File: src/rtl/imm_ext_pipe_ctrl_if.sv
// Handshake bundle between IF/ID, the immediate-extension controller and ID/EX.
// The master drives instructions and consumes results; the slave is the controller.
interface imm_ext_pipe_ctrl_if;
   logic        flush;
   logic [31:0] instr;
   logic        in_valid;
   logic        in_ready;
   logic        out_valid;
   logic        out_ready;
   logic [31:0] ext_imm;
   logic [1:0]  ext_mode;
   logic        use_imm;
   logic        illegal;

   modport master (
      output flush, instr, in_valid, out_ready,
      input  in_ready, out_valid, ext_imm, ext_mode, use_imm, illegal
   );

   modport slave (
      input  flush, instr, in_valid, out_ready,
      output in_ready, out_valid, ext_imm, ext_mode, use_imm, illegal
   );
endinterface

File: src/rtl/imm_ext_pipe_ctrl.sv
// ID-stage immediate extension: opcode decode into a 2-entry skid buffer that
// feeds the ID/EX boundary with valid/ready handshake, stall and flush.
module imm_ext_pipe_ctrl #(
   parameter int DATA_W = 32,
   parameter int DEPTH  = 2
) (
   input  logic                clk,
   input  logic                reset,
   imm_ext_pipe_ctrl_if.slave  bus
);

   typedef enum logic [1:0] {
      ST_EMPTY = 2'd0,
      ST_ONE   = 2'd1,
      ST_FULL  = 2'd2
   } state_t;

   typedef struct packed {
      logic [31:0] imm;
      logic [1:0]  mode;
      logic        use_imm;
      logic        illegal;
   } entry_t;

   localparam logic [1:0] MODE_SIGN   = 2'd0;
   localparam logic [1:0] MODE_ZERO   = 2'd1;
   localparam logic [1:0] MODE_UPPER  = 2'd2;
   localparam logic [1:0] MODE_BRANCH = 2'd3;

   state_t      state_q, state_d;
   entry_t      head_q, head_d;
   entry_t      tail_q, tail_d;
   logic        in_ready_q, in_ready_d;

   logic [5:0]  opcode;
   logic [15:0] imm16;
   entry_t      dec;
   logic        accept;
   logic        dequeue;

   assign opcode = bus.instr[31:26];
   assign imm16  = bus.instr[15:0];

   always_comb begin
      dec = '0;
      unique case (opcode)
         6'b001000, 6'b001001, 6'b001010, 6'b001011, 6'b100011, 6'b101011: begin
            dec.imm     = {{16{imm16[15]}}, imm16};
            dec.mode    = MODE_SIGN;
            dec.use_imm = 1'b1;
         end
         6'b001100, 6'b001101, 6'b001110: begin
            dec.imm     = {16'h0000, imm16};
            dec.mode    = MODE_ZERO;
            dec.use_imm = 1'b1;
         end
         6'b001111: begin
            dec.imm     = {imm16, 16'h0000};
            dec.mode    = MODE_UPPER;
            dec.use_imm = 1'b1;
         end
         6'b000100, 6'b000101: begin
            dec.imm     = {{14{imm16[15]}}, imm16, 2'b00};
            dec.mode    = MODE_BRANCH;
            dec.use_imm = 1'b0;
         end
         6'b000000, 6'b000010: begin
            dec = '0;
         end
         default: begin
            dec.illegal = 1'b1;
         end
      endcase
   end

   // A flush discards the input presented in the same cycle.
   assign accept  = bus.in_valid & in_ready_q & ~bus.flush;
   assign dequeue = (state_q != ST_EMPTY) & bus.out_ready;

   always_comb begin
      state_d = state_q;
      head_d  = head_q;
      tail_d  = tail_q;
      if (bus.flush) begin
         state_d = ST_EMPTY;
         head_d  = '0;
         tail_d  = '0;
      end else begin
         unique case (state_q)
            ST_EMPTY: begin
               if (accept) begin
                  state_d = ST_ONE;
                  head_d  = dec;
               end
            end
            ST_ONE: begin
               if (accept && dequeue) begin
                  head_d = dec;
               end else if (accept) begin
                  state_d = ST_FULL;
                  tail_d  = dec;
               end else if (dequeue) begin
                  state_d = ST_EMPTY;
                  head_d  = '0;
               end
            end
            ST_FULL: begin
               if (dequeue) begin
                  state_d = ST_ONE;
                  head_d  = tail_q;
                  tail_d  = '0;
               end
            end
            default: begin
               state_d = ST_EMPTY;
               head_d  = '0;
               tail_d  = '0;
            end
         endcase
      end
      // Registered ready keeps out_ready off the upstream timing path.
      in_ready_d = (state_d != ST_FULL);
   end

   always_ff @(posedge clk) begin
      if (reset) begin
         state_q    <= ST_EMPTY;
         head_q     <= '0;
         tail_q     <= '0;
         in_ready_q <= 1'b1;
      end else begin
         state_q    <= state_d;
         head_q     <= head_d;
         tail_q     <= tail_d;
         in_ready_q <= in_ready_d;
      end
   end

   assign bus.in_ready  = in_ready_q;
   assign bus.out_valid = (state_q != ST_EMPTY);
   assign bus.ext_imm   = head_q.imm;
   assign bus.ext_mode  = head_q.mode;
   assign bus.use_imm   = head_q.use_imm;
   assign bus.illegal   = head_q.illegal;

endmodule

File: src/flat_wrapper.sv
// flat-port wrapper written by rule: the top's interface ports become plain ports
module imm_ext_pipe_ctrl_flat 
#(
   parameter int DATA_W = 32,
   parameter int DEPTH  = 2
)
  (clk, reset, bus_flush, bus_instr, bus_in_valid, bus_out_ready, bus_in_ready, bus_out_valid, bus_ext_imm, bus_ext_mode, bus_use_imm, bus_illegal);
  imm_ext_pipe_ctrl_if bus_i ();
  input  logic clk;
  input  logic reset;
  input wire logic [$bits(bus_i.flush)-1:0] bus_flush;
  input wire logic [$bits(bus_i.instr)-1:0] bus_instr;
  input wire logic [$bits(bus_i.in_valid)-1:0] bus_in_valid;
  input wire logic [$bits(bus_i.out_ready)-1:0] bus_out_ready;
  output wire logic [$bits(bus_i.in_ready)-1:0] bus_in_ready;
  output wire logic [$bits(bus_i.out_valid)-1:0] bus_out_valid;
  output wire logic [$bits(bus_i.ext_imm)-1:0] bus_ext_imm;
  output wire logic [$bits(bus_i.ext_mode)-1:0] bus_ext_mode;
  output wire logic [$bits(bus_i.use_imm)-1:0] bus_use_imm;
  output wire logic [$bits(bus_i.illegal)-1:0] bus_illegal;
  assign bus_i.flush = bus_flush;
  assign bus_i.instr = bus_instr;
  assign bus_i.in_valid = bus_in_valid;
  assign bus_i.out_ready = bus_out_ready;
  assign bus_in_ready = bus_i.in_ready;
  assign bus_out_valid = bus_i.out_valid;
  assign bus_ext_imm = bus_i.ext_imm;
  assign bus_ext_mode = bus_i.ext_mode;
  assign bus_use_imm = bus_i.use_imm;
  assign bus_illegal = bus_i.illegal;
  imm_ext_pipe_ctrl #(.DATA_W(DATA_W), .DEPTH(DEPTH)) u_core (.clk(clk), .reset(reset), .bus(bus_i));
endmodule
File: config.mk
export PLATFORM = sky130hd
export DESIGN_NAME = imm_ext_pipe_ctrl_flat
export DESIGN_NICKNAME = d
export VERILOG_FILES = /design/src/rtl/imm_ext_pipe_ctrl_if.sv /design/src/rtl/imm_ext_pipe_ctrl.sv /design/src/flat_wrapper.sv
export SDC_FILE = /design/constraint.sdc
export NUM_CORES = 1
export LEC_CHECK = 0
export ABC_AREA = 1
export BUFFER_PORTS_ARGS = -buffer_cell sky130_fd_sc_hd__buf_2
export CORE_UTILIZATION = 24
export DETAILED_ROUTE_END_ITERATION = 10
export GPL_TIMING_DRIVEN = 0
export PLACE_DENSITY = 0.48
export SLEW_MARGIN = 20
export SYNTH_ARGS = -nofsm -noshare
export SYNTH_HDL_FRONTEND = slang
export SYNTH_SLANG_ARGS = --single-unit
export TNS_END_PERCENT = 5
File: constraint.sdc
create_clock -name clk -period 1.7 [get_ports clk]
set_input_delay 0.17 -clock clk [delete_from_list [all_inputs] [get_ports clk]]
set_output_delay 0.17 -clock clk [all_outputs]
set_load 0.02 [all_outputs]
==> results of run 1 <==
[critical path: stages (launching register included)]
cell,delay [ns]
dfxtp_2,0.40
inv_2,0.07
nor2_4,0.12
nand2_2,0.11
o21ai_4,0.26
buf_6,0.20
nand2_1,0.06
nand2_1,0.08
nand2_1,0.05
a21oi_1,0.12
[power by group through the flow]
| stage | logic, mW | registers (mW) | clock network, mW |
|---|---|---|---|
| after floorplan | 0.203 | 1.82 | 0 |
| after global placement | 0.357 | 1.81 | 0 |
| after detailed placement | 0.360 | 1.81 | 0 |
| after CTS | 0.369 | 1.77 | 2.08 |
| after global routing | 0.415 | 1.77 | 2.15 |
| final | 0.371 | 1.77 | 2.03 |
[path summary, 6_finish.rpt]
check	from	end	slack, ns	cells past startpoint
hold reg to reg	u_core.bus.ext_mode[1]	u_core.bus.ext_mode[1]	0.46	2
hold / removal	bus_flush	u_core.state_q[0]	0.009	2
setup reg to reg	u_core.state_q[0]	u_core.bus.ext_imm[16]	0.15	9
setup / recovery	u_core.state_q[0]	u_core.bus.ext_imm[16]	0.15	9
[per-stage QoR]
| stage | std cells | power, mW | setup TNS, ns | hold slack, ns | worst slack (ns) |
|---|---|---|---|---|---|
| after floorplan | 590 | 2.02 | 0 | 0.247 | 0.253 |
| after global placement | 842 | 2.17 | -2.98 | 0.363 | -0.126 |
| after detailed placement | 842 | 2.17 | -4.44 | 0.369 | -0.146 |
| after CTS | 859 | 4.22 | 0 | 0.000701 | 0.000393 |
| after global routing | 859 | 4.34 | -0.165 | 0.0119 | -0.0303 |
| final | 859 | 4.17 | 0 | 0.00893 | 0.153 |
[repair_timing]
| item | in CTS | in global routing |
|---|---|---|
| resized for setup | 10 | 16 |
| setup endpoints to repair | 62 | 66 |
| hold buffers | 0 | 0 |
| cloned | 0 | 0 |
| pin swaps | 1 | 1 |
| setup buffers | 2 | 0 |
[kinds of logic (layout without fill, tap and decap cells)]
| family | Yosys count | in the layout | share of synthesized area (%) |
|---|---|---|---|
| xor+xnor | 1 | 1 | 0.236 |
| flops | 75 | 75 | 40.4 |
| simple gates | 385 | 385 | 42.1 |
| buf+inv | 51 | 132 | 6.46 |
| compound gates | 78 | 78 | 10.8 |
[routing by layer]
| layer | GRT usage, % | part of all wire (%) | routed length [µm] |
|---|---|---|---|
| met3 | 2.78 | 5.9 | 685 |
| met4 | 6.45 | 2.3 | 268 |
| met1 | 19.2 | 46 | 5280 |
| met2 | 25.7 | 46 | 5360 |
| met5 | 0 | 0 | 0 |
[sequential cells by signal (all words and copies together), names as in the netlist]
register,count
u_core.state_q,2
u_core.bus.ext_mode,2
u_core.tail_q,36
u_core.bus.ext_imm,32
u_core.bus.use_imm,1
u_core.bus.illegal,1
u_core.bus.in_ready,1
[area by class of cell]
cell class / count / share of cell area (%)
flip-flops and latches: 75 / 32.3
plain buffers: 34 / 4.14
repair buffers: 66 / 7.21
clock buffers: 10 / 4.92
well taps: 188 / 5.06
inverters: 17 / 1.48
multi-input cells: 464 / 43.1
clock inverters: 5 / 1.70
[layout by cell type, fill, tap and decap left out, types with 2 or more instances in the layout]
cell type  Yosys  layout
clkbuf_4       0       2
nor3_1         2       2
nand4_1       15      15
clkbuf_16      0       9
buf_4          3       6
dfxtp_1       75      73
clkinv_2       0       2
nand2_2        5       5
dfxtp_2        0       2
a21oi_1       73      73
clkbuf_1      15      10
nand3_1       35      35
nor2_2         5       3
inv_2          4       4
inv_1         12      11
o21ai_0        3       3
nor2_1        15      14
bufinv_16      0       2
buf_6          3       3
clkbuf_2       0       5
buf_2         12      75
nand2_1      306     305
nor2_4         0       3
==> out/qor.csv, run 1 <==
metric,value,unit
first_pass_iters,5,
ir_drop,0.436,mV
start_util,24.6,%
endpoint_kind,flip-flop,
yosysMostFrequentCell,nand2_1,
nets,704,
final_max_slew_viol_count,0,
worstPathArrival,1.82,ns
clock_sinks,75,
synthCells,590,
start_kind,flip-flop,
grt_pass1_wl,19.0,mm
drv_cap,0,
cts_inserted_buffers,9,
drc,0,
critical_path_class,reg2reg,
root_buffer,clkbuf_16,
synth_cell_types,23,
core_area,0.0151,mm²
routed_wl,11.6,mm
grt-ovfl-total,0,
grt_setup_unrepaired,true,
synthArstFlopShare,0,%
seq_area_frac_synth,40.4,%
via_per_inst,4.61,
comb_power_share,8.9,%
setup_violations,0,
finish.instance_area,0.00465,mm²
port_buffers,64,
synth_area_leader_cell,dfxtp_1,
fillerInstances,1704,
hpwl,8.68,mm
ios,75,
clk_pin_slew,0.06,ns
synth.avg_cell_area,6.30,µm²
wl_per_cell,13.5,µm
drive_gt1_share,18.9,%
grt_max_degree,13,
synth_flop_cell,dfxtp_1,
finalCritPeriodShare,91.0,%
die_x,126,µm
final_util,30.7,%
intPower,3.14,mW
maxSlewHeadroom,64.7,%
switchingPower,1.03,mW
path_max_fanout,10,
total_leakage_power,2.00,nW
yosysTopAreaCellShare,40.4,%
grt_pass1_vias,3738,
max_freq,646,MHz
hold_violations,0,
placed_area,0.00427,mm²
syn_nets,627,
synth-edff-count,0,
required,1.97,ns
hp-class,in2reg,
seq_area,0.00150,mm²
rows,45,
seqPwrFrac,42.4,%
drtAntennaViolNets,0,
antenna_found_initial,0,
synth.area.top_cells,"dfxtp_1 (40%), nand2_1 (31%), a21oi_1 (9.8%)",
yosysWarnings,0,
pwr_density_cell,897,mW/mm²
vias,3958,
p_sw_share,24.6,%
grtUsageTotal,15.3,%
clkPwrFrac,48.7,%
cts_tree,built,
clockBufferDepth,2,
ctsHtreeMaxLevel,3,
worst_pin_slew,0.529,ns
ys_seq_elements,75,
status,"complete, no violations",
die_h,126,µm
synth_area,0.00372,mm²
area_growth,25.0,%
multiInputGateArea,0.00201,mm²
fin_skew,0.00261,ns
layout_min_cycle_time,1.55,ns
gp_congestion,0.822,
synth_common_cells,"nand2_1 (306), dfxtp_1 (75), a21oi_1 (73), nand3_1 (35)",
diodes,0,
insertion_delay,0.34,ns
drt_iter0_markers,253,
fp.dieArea,0.0160,mm²
No activity file was read; power rests on OpenSTA's default activity.
==> run 2, diff against run 1 <==
--- a/config.mk
+++ b/config.mk
@@ -7,10 +7,13 @@
 export LEC_CHECK = 0
 export ABC_AREA = 1
 export BUFFER_PORTS_ARGS = -buffer_cell sky130_fd_sc_hd__buf_2
-export CORE_UTILIZATION = 24
+export CELL_PAD_IN_SITES_DETAIL_PLACEMENT = 0
+export CELL_PAD_IN_SITES_GLOBAL_PLACEMENT = 1
+export CORE_UTILIZATION = 38
+export CTS_CLUSTER_DIAMETER = 80
 export DETAILED_ROUTE_END_ITERATION = 10
 export GPL_TIMING_DRIVEN = 0
-export PLACE_DENSITY = 0.48
+export PLACE_DENSITY = 0.87
 export SLEW_MARGIN = 20
 export SYNTH_ARGS = -nofsm -noshare
 export SYNTH_HDL_FRONTEND = slang
==> run 2 against run 1 <==
  * Sequential share of layout area increased by 0.84 points
  * Die area decreased by 36%
  * Cell area fell by 2.4%
  * Combinational power hardly changed
  * Critical path depth is 2 lower
  * Sequential power about the same
  * Flip-flop and latch count unchanged
  * First-iteration DRC count down 16%
  * Count of clock-buffer cells in the layout stayed put
  * Non-clock buffer count rose by 5
  * Register-to-register slack worse by 0.06 ns
  * Maximum frequency down 3.8%
  * Largest cell class unchanged
==> out/qor.csv, run 2 (synthesized netlist as in run 1, its figures left out) <==
metric,value,unit
status,"complete, no violations",
grtUsageTotal,22.0,%
layout_min_cycle_time,1.61,ns
port_buffers,64,
total_leakage_power,1.98,nW
insertion_delay,0.35,ns
worstPathCellList,inv_2 -> nand2_2 -> inv_1 -> a21oi_1 -> xnor2_1 -> nor3_1 -> dlygate4sd3_1,
worstPathArrival,1.84,ns
use_met2,35.8,%
fillerInstances,1016,
worst_pin_slew,0.572,ns
required,1.94,ns
setup_violations,0,
grtUsageMet1,29.7,%
grt_pass1_wl,17.3,mm
maxSlewHeadroom,61.9,%
via_per_inst,4.84,
use_met3,4.23,%
clock_sinks,75,
nets,709,
cts_inserted_buffers,9,
slowest_stage,dlygate4sd3_1,
grt-busiest-layer,met2,
root_buffer,clkbuf_8,
core_area,0.00937,mm²
mostFrequentLayoutCells,"nand2_1 (305), buf_2 (74), dfxtp_1 (73)",
clockBufferDepth,2,
seq_area,0.00151,mm²
final_max_slew_viol_count,0,
drtAntennaViolNets,0,
hpwl,7.65,mm
wl_per_cell,13.1,µm
grt_max_degree,14,
fin_cells,806,
gp_congestion,0.889,
start_kind,flip-flop,
drv_cap,0,
vias,3901,
multiInputGateArea,0.00200,mm²
largest_reg_flops,36,
pwr_density_cell,815,mW/mm²
drt_iter0_markers,212,
grt_setup_unrepaired,false,
grt-ovfl-total,0,
clk_pin_slew,0.08,ns
first_pass_iters,4,
die_x,101,µm
ir_drop,0.636,mV
drc,0,
finalCritPeriodShare,94.6,%
max_freq,622,MHz
antenna_found_initial,0,
timing.hold.ws,0.136,ns
path_max_fanout,5,
fin_ws,0.0923,ns
die_h,101,µm
start_util,39.7,%
diodes,0,
regMostFlops,u_core.tail_q,
fp.dieArea,0.0102,mm²
cts_tree,built,
grt_pass1_vias,3559,
max_stage_delay,0.54,ns
rows,35,
placed_cells,783,
fin_skew,0.00883,ns
hold_violations,0,
endpoint_kind,flip-flop,
ios,75,
drive_gt1_share,19.6,%
routed_wl,10.6,mm
area_growth,22.1,%
critical_path_class,reg2reg,
hp-class,in2reg,
ctsHtreeMaxLevel,3,
layout.cells.most_common,nand2_1,
dpl_worst_slack,-0.163,ns
run 2: what timing repair did:
| item | CTS | global route |
|---|---|---|
| hold endpoints to repair | 1 | 1 |
| resized for setup | 6 | 22 |
| setup endpoints to repair | 48 | 57 |
| hold buffers | 2 | 1 |
| setup buffers | 0 | 4 |
| pin swaps | 0 | 1 |
run 2: worst max-delay path: cells and delay by family (launching register included):
kind / cells / cell delay (ns)
AOI/OAI and AO/OA: 1 / 0.15
xor gates and xnor gates: 1 / 0.14
DFF: 1 / 0.36
buffers and inverters: 3 / 0.68
and+or+nand+nor: 2 / 0.18
run 2: worst paths after layout:
kind | startpoint | to | slack [ns] | cells after the start
worst min register to register | u_core.bus.ext_imm[27] | u_core.bus.ext_imm[27] | 0.46 | 2
worst max-delay path | u_core.state_q[1] | u_core.state_q[0] | 0.09 | 7
worst min-delay path | bus_flush | u_core.state_q[1] | 0.14 | 4
worst max register to register | u_core.state_q[1] | u_core.state_q[0] | 0.09 | 7
run 2: cell type report:
type                    instances  share of cell area [%]
multi-input cells             464                    44.2
repair buffers                 71                    8.38
plain buffers                  34                    4.22
clock buffers                  10                    3.03
inverters                      17                    1.52
flip-flops and latches         75                    33.2
clock inverters                 6                    1.96
well taps                     129                    3.56
run 2: metal layers:
metal	up-vias	share of wire, %
met4	0	1.2
met1	1767	49
met5	-	0
met3	11	3.5
li1	2046	-
met2	77	46
run 2: report_power, final:
group / switching, mW / internal [mW]
Clock: 0.698 / 0.867
Combinational: 0.262 / 0.109
Sequential: 0.00495 / 1.76
Total: 0.965 / 2.74
run 2: through the flow:
stage	area (µm²)	power [mW]	setup TNS (ns)	utilization, %
2_1_floorplan	3720	2.02	0	-
3_3_place_gp	4200	2.16	-2.70	44.8
3_5_place_dp	4200	2.16	-2.53	44.8
4_1_cts	4460	3.72	-0.00299	47.6
5_1_grt	4540	3.84	0	48.4
6_report	4540	3.70	0	48.4
